--- config.mk ---
export PLATFORM = sky130hd
export DESIGN_NAME = store_retire_buffer
export DESIGN_NICKNAME = d
export VERILOG_FILES = /design/src/rtl/store_retire_buffer.sv
export SDC_FILE = /design/constraint.sdc
export NUM_CORES = 1
export LEC_CHECK = 0
export ABC_AREA = 0
export CORE_MARGIN = 2
export CORE_UTILIZATION = 31
export CTS_CLUSTER_SIZE = 25
export DETAILED_ROUTE_END_ITERATION = 6
export SLEW_MARGIN = 30
export SYNTH_ARGS = -nofsm -noshare
export SYNTH_HDL_FRONTEND = slang
export SYNTH_SLANG_ARGS = --single-unit
--- constraint.sdc ---
create_clock -name clock -period 16.9 [get_ports clock]
set_input_delay 4.225 -clock clock [delete_from_list [all_inputs] [get_ports clock]]
set_output_delay 4.225 -clock clock [all_outputs]
set_load 0.01 [all_outputs]
--- src/rtl/store_retire_buffer.sv ---
// Retired-store buffer: circular FIFO of committed stores drained to the Dcache via an IDLE/REQ/GAP FSM.
// Latency: a store enqueued into an empty, idle buffer with no load pending is requested (st_en) the next cycle.
// Backpressure: a request is held until dc_write_enable; a full buffer drops new stores and sets sticky overflow_err.
module store_retire_buffer #(
  parameter int DEPTH      = 8,
  parameter int MEM_SIZE_W = 2
) (
  input  logic                         clock,
  input  logic                         reset,
  input  logic                         rt_st_valid,
  input  logic [63:0]                  rt_st_addr,
  input  logic [63:0]                  rt_st_data,
  input  logic [MEM_SIZE_W-1:0]        rt_st_size,
  input  logic                         ld_pending,
  input  logic [31:0]                  ld_addr,
  input  logic                         dc_write_enable,
  output logic                         st_en,
  output logic [63:0]                  st_addr,
  output logic [63:0]                  st_data,
  output logic [MEM_SIZE_W-1:0]        st_mem_size,
  output logic                         ld_conflict,
  output logic                         sq_full,
  output logic                         sq_empty,
  output logic [$clog2(DEPTH+1)-1:0]   sq_count,
  output logic                         overflow_err
);

  localparam int PTR_W = $clog2(DEPTH);
  localparam int CNT_W = $clog2(DEPTH+1);

  localparam logic [1:0] ST_IDLE = 2'd0;
  localparam logic [1:0] ST_REQ  = 2'd1;
  localparam logic [1:0] ST_GAP  = 2'd2;

  typedef struct packed {
    logic [63:0]           addr;
    logic [63:0]           data;
    logic [MEM_SIZE_W-1:0] size;
  } entry_t;

  entry_t           ent_q [DEPTH];
  entry_t           ent_d [DEPTH];
  logic [DEPTH-1:0] vld_q, vld_d;
  logic [PTR_W-1:0] head_q, head_d;
  logic [PTR_W-1:0] tail_q, tail_d;
  logic [CNT_W-1:0] count_q, count_d;
  logic [1:0]       state_q, state_d;
  logic             ovf_q, ovf_d;

  logic enq;
  logic deq;
  logic drain_go;
  logic conflict;

  // Occupancy flags come straight from registered count.
  assign sq_full      = (count_q == CNT_W'(DEPTH));
  assign sq_empty     = (count_q == '0);
  assign sq_count     = count_q;
  assign overflow_err = ovf_q;

  // Enqueue is decided on registered occupancy only, so a same-cycle dequeue never frees a slot for a full buffer.
  assign enq = rt_st_valid && (count_q < CNT_W'(DEPTH));
  assign deq = (state_q == ST_REQ) && dc_write_enable;

  // Block-granular (8-byte) address match against every live entry plus the one being written now.
  always_comb begin
    conflict = 1'b0;
    for (int i = 0; i < DEPTH; i++) begin
      if (vld_q[i] && (((ent_q[i].addr[31:0] ^ ld_addr) >> 3) == 32'd0)) begin
        conflict = 1'b1;
      end
    end
    if (enq && (((rt_st_addr[31:0] ^ ld_addr) >> 3) == 32'd0)) begin
      conflict = 1'b1;
    end
  end

  assign ld_conflict = ld_pending && conflict;

  // Start a drain when something is (or is becoming) buffered, unless a non-stalled load owns the Dcache and the
  // buffer still has room; counting the incoming store lets st_en rise the cycle after enqueue.
  assign drain_go = ((count_q != '0) || enq) && !(ld_pending && !ld_conflict && !sq_full);

  // Request fields always track the head entry; zero when the head slot is empty.
  always_comb begin
    st_en       = (state_q == ST_REQ);
    st_addr     = 64'd0;
    st_data     = 64'd0;
    st_mem_size = '0;
    if (vld_q[head_q]) begin
      st_addr     = ent_q[head_q].addr;
      st_data     = ent_q[head_q].data;
      st_mem_size = ent_q[head_q].size;
    end
  end

  // Next-state for storage, pointers, count and the sticky overflow flag.
  always_comb begin
    ent_d   = ent_q;
    vld_d   = vld_q;
    head_d  = head_q;
    tail_d  = tail_q;
    count_d = count_q;
    ovf_d   = ovf_q;

    // Head and tail only coincide when empty (no deq) or full (no enq), so clear-then-set never collides.
    if (deq) begin
      vld_d[head_q] = 1'b0;
      head_d        = head_q + PTR_W'(1);
    end
    if (enq) begin
      ent_d[tail_q].addr = rt_st_addr;
      ent_d[tail_q].data = rt_st_data;
      ent_d[tail_q].size = rt_st_size;
      vld_d[tail_q]      = 1'b1;
      tail_d             = tail_q + PTR_W'(1);
    end

    if (enq && !deq) begin
      count_d = count_q + CNT_W'(1);
    end else if (deq && !enq) begin
      count_d = count_q - CNT_W'(1);
    end

    if (rt_st_valid && sq_full) begin
      ovf_d = 1'b1;
    end
  end

  // Drain FSM: REQ holds until accepted, GAP forces one idle cycle so the controller sees a fresh request.
  always_comb begin
    state_d = state_q;
    case (state_q)
      ST_IDLE: state_d = drain_go ? ST_REQ : ST_IDLE;
      ST_REQ:  state_d = dc_write_enable ? ST_GAP : ST_REQ;
      ST_GAP:  state_d = drain_go ? ST_REQ : ST_IDLE;
      default: state_d = ST_IDLE;
    endcase
  end

  // Control state with synchronous reset; reset drops every buffered store.
  always_ff @(posedge clock) begin
    if (reset) begin
      vld_q   <= '0;
      head_q  <= '0;
      tail_q  <= '0;
      count_q <= '0;
      state_q <= ST_IDLE;
      ovf_q   <= 1'b0;
    end else begin
      vld_q   <= vld_d;
      head_q  <= head_d;
      tail_q  <= tail_d;
      count_q <= count_d;
      state_q <= state_d;
      ovf_q   <= ovf_d;
    end
  end

  // Entry payload needs no reset: it is only observed through its valid bit.
  always_ff @(posedge clock) begin
    ent_q <= ent_d;
  end

endmodule

==> impl_results.md, run 1 <==
- Tot Pwr: 6.47 mW
- WL final: 115000 um
- Seq cells post-synth: 1061
- Worst r2r path cells: 5
- CTS Hold Bufs: 0
- Die ar.: 0.143 mm2
- Share of post-route cells with drive strength above 1: 17.6%
- NetSw: 1.61 mW
- Top-area cell type share of the netlist area: 71.8%
- Worst reg2reg setup slack: 13.79 ns
- Peak VDD IR: 0.107 mV
- Vias per std cell: 4.86
- Count of different cell masters after synthesis: 41
- Synthesized Nets: 2352
- CTS Buffer Depth: 3
- Chip Width: 378 um
- Max Cap Viol: 0
- Clock network power share: 36.6%
- Placed cell areas: 0.0486 mm2
- Initial cell density of the core: 31.2%
- Largest net degree at the start of global routing: 121
- Synth top cells by count: 1040 x edfxtp_1, 262 x mux4_2, 204 x xnor2_1
- Critical path fanouts, max: 9
- Core box area: 0.139 mm2
- Final Hold Vio Count: 0
- DRC viols: 0
- Hold Crit Class: flop to flop
- Unrepaired setup endpoints after global routing: false
- Async SR Flop Fraction: 0%
- Vias in the first global route: 22300
- Pre-antenna DRT Iters: 5
- # setup viols final: 0
- Most common flop cell mapped by yosys: edfxtp_1
- Worst EP required: 12.68 ns
- # port buffers: 302
- Antenna violations before repair: 22
- Avg Synthesized Cell Area: 20.0 um2
- Number of buffers inserted during clock tree synthesis: 111
- Peak Freq: 82.9 MHz
- Worst Tran Pin Value: 1.02 ns
- Total grt overflow: 0
- Synth area leaders: edfxtp_1 72%, mux4_2 14%, xnor2_1 4.1%
- Sequential area share after synthesis: 72.8%
- Clock latency on the worst-skew pair: 0.75 ns
- Sw Share: 24.9%
- GP Congestion: 0.936
- Clock Skews: 0.0474 ns
- Root Driver: clkbuf_16
- Antenna Nets Post-Route: 0
- Clock Sinks: 1061
- P&R area growth vs syn: 19.9%
- Worst Path Arrival: 7.84 ns
- GRT Util Overall: 15.9%
- Nets: 2678
- Pint: 4.86 mW
- WL per Instance: 25.7 um
- Static Leak: 15.4 nW
- Dpl hpwl: 70700 um
- Htree depth: 3
- Die height: 378 um
- Number of synthesized flops with an enable pin: 1040
- Post-synth top area cell: edfxtp_1
- Synth Instances: 2179
- Post-CTS Resized: 0
- Sum Neg Setup Slack: 0 ns
- Fillers: 12800
- Num rows: 137
- Worst hold path startpoint: overflow_err
- TritonCTS clock tree: built
- Final period util: 71.4%
- Synthesized area: 0.0435 mm2
- # IOs: 306
- Setup Buffers After CTS: 0
- Initial DRC count: 2221
- First-pass GRT wire length: 164000 um
- Vias: 21800
- CP Launch Type: input pin
- Ys Warns: 0
- Slew margin rel.: 29.7%
- R2R Path End: ent_q[47]
- Status: finished clean
- Fin area: 0.0521 mm2
- Count leader, synth: edfxtp_1
- Crit Reg-Reg Startpoint: sq_count[3]
- WHS Endpoint: overflow_err
- Hold Path Depth: 2
- Clock Pin Slew Worst Setup and Hold Paths: 0.05 ns
- Logic gate share of total power: 14.9%
- Slew Limit Fails: 0
- CP Capture Type: primary output
- Crit Path Category: input pin to primary output
- Power per cell area: 124 mW/mm2
- Fin crit period: 12.06 ns
- Sequential share of power: 48.5%
[worst max-delay path by stage]
stage                            from     endpoint  slack (ns)  depth (start not counted)
after floorplan           rt_st_valid   ent_q[780]        2.85                          2
after global placement    ld_addr[29]  ld_conflict        4.83                          7
after detailed placement  ld_addr[29]  ld_conflict        4.83                          7
after CTS                 ld_addr[29]  ld_conflict        4.83                          7
after global routing      ld_addr[12]  ld_conflict        4.76                          8
final                     ld_addr[29]  ld_conflict        4.84                          7
[placed cells by master, fill, tap and decap left out, types with 30 or more instances in the layout]
| cell type | Yosys | layout |
|---|---|---|
| mux4_2 | 262 | 262 |
| clkbuf_16 | 0 | 113 |
| xor2_1 | 63 | 63 |
| mux2i_1 | 132 | 131 |
| nor2_1 | 158 | 158 |
| xnor2_1 | 204 | 204 |
| edfxtp_1 | 1040 | 1040 |
| buf_4 | 5 | 30 |
| nand4_1 | 53 | 53 |
| clkdlybuf4s50_1 | 0 | 302 |
[power groups by stage]
| stage | combinational [mW] | sequential [mW] | clock [mW] |
|---|---|---|---|
| floorplan | 0.542 | 3.19 | 0 |
| global placement | 0.988 | 3.19 | 0 |
| detailed placement | 0.987 | 3.19 | 0 |
| CTS | 0.991 | 3.14 | 2.42 |
| global route | 1.04 | 3.15 | 2.52 |
| finish | 0.965 | 3.14 | 2.37 |
[sequential cells by signal, summed over array words and instances, names as in the netlist]
name and count:
ent_q 1040, head_q 3, overflow_err 1, sq_count 4, state_q 2, tail_q 3, vld_q 8
[final cells by class]
cell class	instances	area, um2	area share (%)
repair buffers	335	3320	6.36
clock inverters	58	538	1.03
diodes	11	27.5	0.0528
clock buffers	143	2960	5.68
multi-input cells	986	11200	21.5
well taps	1876	2350	4.50
flip-flops and latches	1061	31700	60.7
inverters	10	72.6	0.139
[critical path, stage by stage]
cell and delay [ns]:
clkdlybuf4s50_1 0.85, xor2_1 0.18, nor4_1 0.85, nand3_1 0.18, o41ai_2 0.76, o21a_1 0.24
clkdlybuf4s50_1 0.54
[stage by stage]
step	std cells	worst slack [ns]	util, %	hold WS (ns)
final	4480	4.84	37.4	0.473
after detailed placement	4267	4.83	34.9	0.465
after CTS	4468	4.83	37.4	0.481
after global routing	4473	4.76	37.4	0.504
after floorplan	2179	2.85	-	0.459
after global placement	4267	4.83	34.9	0.455
[cell families after synthesis]
kind of cell / synth area share (%)
compound gates: 0.460
fa+ha+maj: 0.190
simple gates: 3.11
buf+inv: 1.45
flops: 72.8
mux: 16.6
xor+xnor: 5.38
[layer usage]
layer  track usage, %  vias up  wire [um]
met4             4.86       18       2710
met3             3.92      178       8800
met2             25.0      659      54700
li1                 -     9420          -
met1             21.8    11500      48600
met5                0        -        123
No activity file was read; power rests on OpenSTA's default activity.
==> run 2, diff against run 1 <==
==> constraint.sdc (replaced) <==
create_clock -name clock -period 11.2 [get_ports clock]
set_input_delay 2.8 -clock clock [delete_from_list [all_inputs] [get_ports clock]]
set_output_delay 2.8 -clock clock [all_outputs]
set_load 0.01 [all_outputs]
==> impl_results.md, run 2 (synthesis gave the netlist of run 1 again) <==
- Status: finished clean
- Initial DRC count: 1878
- Clock latency on the worst-skew pair: 0.75 ns
- Antenna Nets Post-Route: 0
- R2R Path End: ent_q[36]
- Largest net degree at the start of global routing: 136
- Worst EP required: 8.40 ns
- P&R area growth vs syn: 20.1%
- Worst r2r path cells: 5
- GP Congestion: 0.950
- Clock Pin Slew Worst Setup and Hold Paths: 0.06 ns
- Dpl hpwl: 69700 um
- Crit Reg-Reg Startpoint: sq_count[3]
- Core box area: 0.139 mm2
- Number of buffers inserted during clock tree synthesis: 113
- CP Capture Type: primary output
- Max reg flops: 1040
- DRC viols: 0
- Die height: 378 um
- Most frequent cells in the layout: 1040 x edfxtp_1, 302 x clkdlybuf4s50_1, 262 x mux4_2
- Num rows: 137
- Power per cell area: 188 mW/mm2
- Post-CTS Resized: 0
- Final Hold Vio Count: 0
- Setup crit end: ld_conflict
- Slew Limit Fails: 0
- Static Leak: 15.4 nW
- Fin crit period: 8.95 ns
- Total grt overflow: 0
- Clock Skews: 0.0387 ns
- Vias in the first global route: 22900
- Initial cell density of the core: 31.2%
- Crit Path Category: input pin to primary output
- Share of post-route cells with drive strength above 1: 17.9%
- CTS Buffer Depth: 3
- CTS Hold Bufs: 0
- Crit path from: ld_addr[12]
- Setup Buffers After CTS: 0
- Peak Freq: 112 MHz
- Final period util: 79.9%
- Hold Path Depth: 2
- Peak VDD IR: 0.142 mV
- Slew margin rel.: 38.4%
- Commonest non-fill, non-tap cell in the layout: edfxtp_1
- Max Cap Viol: 0
- Clock Sinks: 1061
- Hold Crit Class: flop to flop
- GRT Util Overall: 16.3%
- Chip Width: 378 um
- Pre-antenna DRT Iters: 7
- Fin area: 0.0522 mm2
- Unrepaired setup endpoints after global routing: false
- Htree depth: 3
- # IOs: 306
- Sum Neg Setup Slack: 0 ns
- Worst Tran Pin Value: 0.924 ns
- Largest Register: ent_q
- TritonCTS clock tree: built
- Worst Path Arrival: 6.15 ns
- Placed cell areas: 0.0486 mm2
- CP Launch Type: input pin
- First-pass GRT wire length: 167000 um
- Worst reg2reg setup slack: 8.04 ns
- Die ar.: 0.143 mm2
- # setup viols final: 0
- # port buffers: 302
- WL final: 117000 um
- WL per Instance: 26.0 um
- Antenna violations before repair: 19
- Vias per std cell: 4.93
- Root Driver: clkbuf_16
- Vias: 22100
- Nets: 2678
- Critical path fanouts, max: 9
## run 2: routing by layer
layer / up-vias / GRT usage, % / wire [um]
met4: 32 / 5.14 / 3150
met1: 11700 / 21.9 / 48900
met2: 767 / 25.6 / 54800
met3: 202 / 4.36 / 9490
met5: - / 0 / 206
li1: 9419 / - / -
## run 2: layout make-up
cell class | instances | area [um2]
fill | 12800 | 87100
antenna | 4 | 10.0
clock buffer | 144 | 2970
timing repair buffer | 333 | 3340
clock inverter | 68 | 613
multi-input combinational | 986 | 11200
tap | 1876 | 2350
inverter | 10 | 72.6
sequential | 1061 | 31700
## run 2: through the flow
stage          utilization [%]  setup WS [ns]  power [mW]  hold slack (ns)  cells
3_5_place_dp              34.9           2.27        6.32            0.461   4265
4_1_cts                   37.4           2.27        9.96            0.478   4477
5_1_grt                   37.5           2.10        10.2            0.532   4479
3_3_place_gp              34.9           2.26        6.30            0.460   4264
6_report                  37.5           2.25        9.83            0.477   4482
2_1_floorplan                -           2.67        5.63            0.459   2179
## run 2: where the power goes
part | internal [mW] | switching (mW) | leakage [nW]
logic | 0.654 | 0.820 | 4.09
registers | 4.64 | 0.0885 | 9.61
clock network | 2.04 | 1.59 | 1.74
## run 2: critical path, cell delays in order
cell and delay, ns:
clkdlybuf4s50_1 0.78, xor2_1 0.23, nor4_1 0.61, nand3_1 0.14, or4_1 0.49, nand4_1 0.37
o21a_1 0.17, clkdlybuf4s50_1 0.53
## run 2: worst min path at each step
| stage | to | startpoint | slack [ns] |
|---|---|---|---|
| 3_3_place_gp | overflow_err | overflow_err | 0.46 |
| 5_1_grt | overflow_err | overflow_err | 0.53 |
| 3_5_place_dp | overflow_err | overflow_err | 0.46 |
| 2_1_floorplan | vld_q[0] | vld_q[0] | 0.46 |
| 4_1_cts | overflow_err | overflow_err | 0.48 |
| 6_report | overflow_err | overflow_err | 0.48 |
